==> src/rtl/mem_pkg.sv <==
// Shared types and constants for the wait-state memory responder.
package mem_pkg;

  localparam int unsigned WORD_W          = 32;
  localparam int unsigned BE_W            = 4;
  localparam int unsigned MAX_WAIT_CYCLES = 15;

  typedef enum logic [1:0] {
    IDLE = 2'd0,
    WAIT = 2'd1,
    RESP = 2'd2
  } state_e;

endpackage

==> src/rtl/ram_bank.sv <==
// Byte-enabled word array: one registered read port, one write port, no reset.
module ram_bank
  import mem_pkg::*;
#(
  parameter int unsigned ADDR_W = 6
) (
  input  logic              clk,
  input  logic              we,
  input  logic [BE_W-1:0]   be,
  input  logic [ADDR_W-1:0] waddr,
  input  logic [WORD_W-1:0] wdata,
  input  logic [ADDR_W-1:0] raddr,
  output logic [WORD_W-1:0] rdata
);

  logic [WORD_W-1:0] mem [2**ADDR_W];

  always_ff @(posedge clk) begin
    if (we) begin
      for (int i = 0; i < BE_W; i++) begin
        if (be[i]) begin
          mem[waddr][8*i +: 8] <= wdata[8*i +: 8];
        end
      end
    end
    rdata <= mem[raddr];
  end

endmodule

==> src/rtl/mem_responder.sv <==
// Memory slave with a programmable number of wait states and out-of-range error reporting.
module mem_responder
  import mem_pkg::*;
#(
  parameter int unsigned ADDR_W      = 6,
  parameter int unsigned WAIT_CYCLES = 1
) (
  input  logic        clk,
  input  logic        rst,
  input  logic        Mem_Req,
  input  logic        Mem_Write,
  input  logic [31:0] Mem_Addr,
  input  logic [31:0] Mem_W_Data,
  input  logic [3:0]  MW,
  output logic [31:0] Mem_R_Data,
  output logic        Mem_Ready,
  output logic        Mem_Err
);

  if (WAIT_CYCLES > MAX_WAIT_CYCLES) begin : gen_wait_range
    $error("mem_responder: WAIT_CYCLES out of range");
  end

  localparam logic [3:0] WaitLoad = (WAIT_CYCLES == 0) ? 4'd0 : 4'(WAIT_CYCLES - 1);

  state_e            state_q, state_d;
  logic [3:0]        cnt_q, cnt_d;
  logic              write_q;
  logic [31:2]       addr_q;
  logic [WORD_W-1:0] wdata_q;
  logic [BE_W-1:0]   mw_q;
  logic              accept;
  logic              oor;
  logic              ram_we;
  logic [ADDR_W-1:0] ram_raddr;
  logic [WORD_W-1:0] ram_rdata;
  logic              unused_addr_lsb;

  assign unused_addr_lsb = ^Mem_Addr[1:0];
  assign accept          = (state_q == IDLE) && Mem_Req;

  always_ff @(posedge clk) begin
    if (rst) begin
      state_q <= IDLE;
      cnt_q   <= '0;
      write_q <= 1'b0;
      addr_q  <= '0;
      wdata_q <= '0;
      mw_q    <= '0;
    end else begin
      state_q <= state_d;
      cnt_q   <= cnt_d;
      if (accept) begin
        write_q <= Mem_Write;
        addr_q  <= Mem_Addr[31:2];
        wdata_q <= Mem_W_Data;
        mw_q    <= MW;
      end
    end
  end

  always_comb begin
    state_d = state_q;
    cnt_d   = cnt_q;
    unique case (state_q)
      IDLE: begin
        if (Mem_Req) begin
          if (WAIT_CYCLES == 0) begin
            state_d = RESP;
          end else begin
            state_d = WAIT;
            cnt_d   = WaitLoad;
          end
        end
      end
      WAIT: begin
        if (cnt_q == 4'd0) begin
          state_d = RESP;
        end else begin
          cnt_d = cnt_q - 4'd1;
        end
      end
      RESP:    state_d = IDLE;
      default: state_d = IDLE;
    endcase
  end

  assign oor = |addr_q[31:ADDR_W+2];

  // Read address follows the incoming request on the accept edge so that read data is
  // already valid in RESP even with zero wait states.
  assign ram_raddr = accept ? Mem_Addr[ADDR_W+1:2] : addr_q[ADDR_W+1:2];
  assign ram_we    = (state_q == RESP) && write_q && !oor && !rst;

  ram_bank #(
    .ADDR_W(ADDR_W)
  ) u_ram_bank (
    .clk  (clk),
    .we   (ram_we),
    .be   (mw_q),
    .waddr(addr_q[ADDR_W+1:2]),
    .wdata(wdata_q),
    .raddr(ram_raddr),
    .rdata(ram_rdata)
  );

  assign Mem_Ready  = (state_q == RESP);
  assign Mem_Err    = Mem_Ready && oor;
  assign Mem_R_Data = (Mem_Ready && !write_q && !oor) ? ram_rdata : '0;

endmodule

==> config.mk <==
export PLATFORM = sky130hd
export DESIGN_NAME = mem_responder
export DESIGN_NICKNAME = d
export VERILOG_FILES = /design/src/rtl/mem_pkg.sv /design/src/rtl/ram_bank.sv /design/src/rtl/mem_responder.sv
export SDC_FILE = /design/constraint.sdc
export NUM_CORES = 2
export LEC_CHECK = 0
export CAP_MARGIN = 20
export CORE_MARGIN = 2
export CORE_UTILIZATION = 38
export CTS_CLUSTER_SIZE = 30
export DETAILED_ROUTE_END_ITERATION = 12
export PLACE_DENSITY = 0.63
export SKIP_LAST_GASP = 1
export SLEW_MARGIN = 30
export SYNTH_ARGS = -nofsm -noshare
export SYNTH_HDL_FRONTEND = slang
export SYNTH_SLANG_ARGS = --single-unit
==> constraint.sdc <==
create_clock -name clk -period 4.6 [get_ports clk]
set_input_delay 1.38 -clock clk [delete_from_list [all_inputs] [get_ports clk]]
set_output_delay 1.38 -clock clk [all_outputs]
set_load 0.005 [all_outputs]
==> results.tsv <==
metric	value	unit
status	completed	
place_area	90100	um^2
grt_pass1_vias	45300	
die-width	470	um
clockBufferDepth	3	
ant_nets	0	
drt_iter0_drc	5592	
final_core_util	44.6	%
syn_inst	4906	
report.final.slew_viol_count	0	
wl_per_cell	26.8	um
pre_cts_slack	-0.708	ns
grt_remaining_overflow	0	
path_clk_slew	0.06	ns
area.growth.synth_to_final	16.8	%
cp_max_fo	8	
crit_path_end_kind	primary output	
clk_latency	0.86	ns
rsz0062_at_grt	false	
finalClockSkew	0.0398	ns
grt_pass1_wl	318000	um
vdd_drop_max	0.000426	V
critical_path_required	3.22	ns
critPathLaunchType	flip-flop	
cts.sinks	2153	
antenna_found_initial	15	
fin_crit_sh	97.2	%
min_period	4.47	ns
yosysSeqAreaShare	76.9	%
nets	5412	
cts_root_buf	clkbuf_16	
path_class	flip-flop to primary output	
drive_gt1_share	15.2	%
die_y	470	um
io_pins	106	
reg2reg_slack	0.84	ns
drv_cap	0	
synth_nets	4979	
syn_area_per_cell	16.9	um^2
yosysMostFrequentCell	edfxtp_1	
start_util	38.2	%
coreArea	217000	um^2
cts_made_buffers	197	
min_path_type	flip-flop to flip-flop	
routed_wirelength	225000	um
fin_ws	0.127	ns
place.port_buffers	103	
yosys.cell_types.count	50	
postSynth.asyncResetShare	0	%
relSlewSlack	22.0	%
yosys.area.top_type	edfxtp_1	
p_leak	32.6	nW
synth_top_area_share	74.4	%
worst_slew_pin_slew	1.17	ns
route.detailed.drc	0	
grt_max_degree	74	
fp.dieArea	221000	um^2
setup_viol	0	
vias_per_cell	5.54	
fin_area	96600	um^2
report.final.hold_viol_count	0	
nFillCells	18600	
ys.flop_type	edfxtp_1	
fin_tns_setup	0	ns
synth_area	82700	um^2
arrival	3.09	ns
synthTopCellsByArea	edfxtp_1, mux2i_1, o22ai_1	
hpwl	145000	um
rows	171	
cts_tree	built	
synth_commonest_cells	edfxtp_1, mux2i_1, nand2_1, o22ai_1, nor2_1	
synth-seq-cells	2153	
ctsHtreeMaxLevel	4	
p_per_area	430	nW/um^2
hold_buffers	0	
synth-edff-count	2048	
whs	0.455	ns
grt_usage	19.8	%
drt_pass1_iterations	12	
max_freq	224	MHz
gp_congestion	0.872	
via_count	46400	
synth_warnings	0	
registers in the layout, indices dropped and copies added, names as in the netlist:
register,count
addr_q,30
u_ram_bank.rdata,32
mw_q,4
state_q,2
wdata_q,32
cnt_q,4
u_ram_bank.mem,2048
write_q,1
stage by stage:
stage | power [W] | cells
CTS | 0.0417 | 8359
global placement | 0.0257 | 7992
floorplan | 0.0240 | 4906
detailed placement | 0.0258 | 7992
finish | 0.0415 | 8381
global route | 0.0426 | 8372
cell families after synthesis:
| logic type | share of synthesized area (%) |
|---|---|
| compound gates | 5.06 |
| xor+xnor | 0.0212 |
| fa+ha+maj | 0.0151 |
| buf+inv | 1.65 |
| flops | 76.9 |
| mux | 11.1 |
| simple gates | 5.22 |
cell usage in the layout (no fill, tap or decap), types with 62 or more instances in the layout:
master	netlist	final
clkdlybuf4s50_1	0	99
o22ai_1	384	384
buf_4	18	363
nand3_1	62	62
a21oi_1	79	79
mux2i_1	779	777
dfxtp_1	105	73
nand2_1	405	398
nor2_1	284	279
edfxtp_1	2048	2048
clkbuf_16	0	203
and2_1	66	63
final cells by class:
type / instances / area (um^2) / area share [%]
clock inverters: 99 / 907 / 0.939
inverters: 4 / 15.0 / 0.0155
flip-flops and latches: 2153 / 63600 / 65.9
multi-input cells: 2455 / 18000 / 18.6
diodes: 20 / 50.0 / 0.0518
well taps: 2854 / 3570 / 3.70
clock buffers: 268 / 5470 / 5.67
repair buffers: 528 / 4990 / 5.17
power breakdown:
group | switching, W | internal, W | total, W
sequential | 0.000210 | 0.0216 | 0.0219
clock | 0.00716 | 0.00899 | 0.0162
combinational | 0.00216 | 0.00138 | 0.00354
total | 0.00953 | 0.0320 | 0.0415
timing repair:
| item | 4_1_cts | 5_1_grt |
|---|---|---|
| gates resized for setup | 12 | 2 |
| cloned | 0 | 1 |
| setup buffers | 0 | 1 |
| pin swaps | 0 | 2 |
| setup endpoints to repair | 32 | 29 |
per-layer routing:
layer / GRT usage [%] / vias up / share of wire (%) / wire, um
li1: - / 20300 / - / -
met5: 0 / - / 0.0062 / 14
met2: 31.6 / 2110 / 47 / 106000
met4: 9.56 / 2 / 4.7 / 10600
met3: 3.86 / 449 / 8.1 / 18200
met1: 25.8 / 23600 / 40 / 89900
worst paths after layout:
check,start,endpoint,cells past startpoint
hold reg to reg,addr_q[17],addr_q[17],2
setup reg to reg,state_q[1],u_ram_bank.rdata[17],11
setup / recovery,addr_q[30],Mem_R_Data[25],8
hold / removal,addr_q[17],addr_q[17],2
worst max-delay path: stages, from the launching register on:
cell	delay, ns
dfxtp_1	0.34
nor4_4	0.30
nand4_1	0.14
nor2_2	0.12
and2_4	0.15
nor2b_4	0.15
buf_12	0.19
and2_1	0.28
clkdlybuf4s50_1	0.58
No activity file was read; power rests on OpenSTA's default activity.
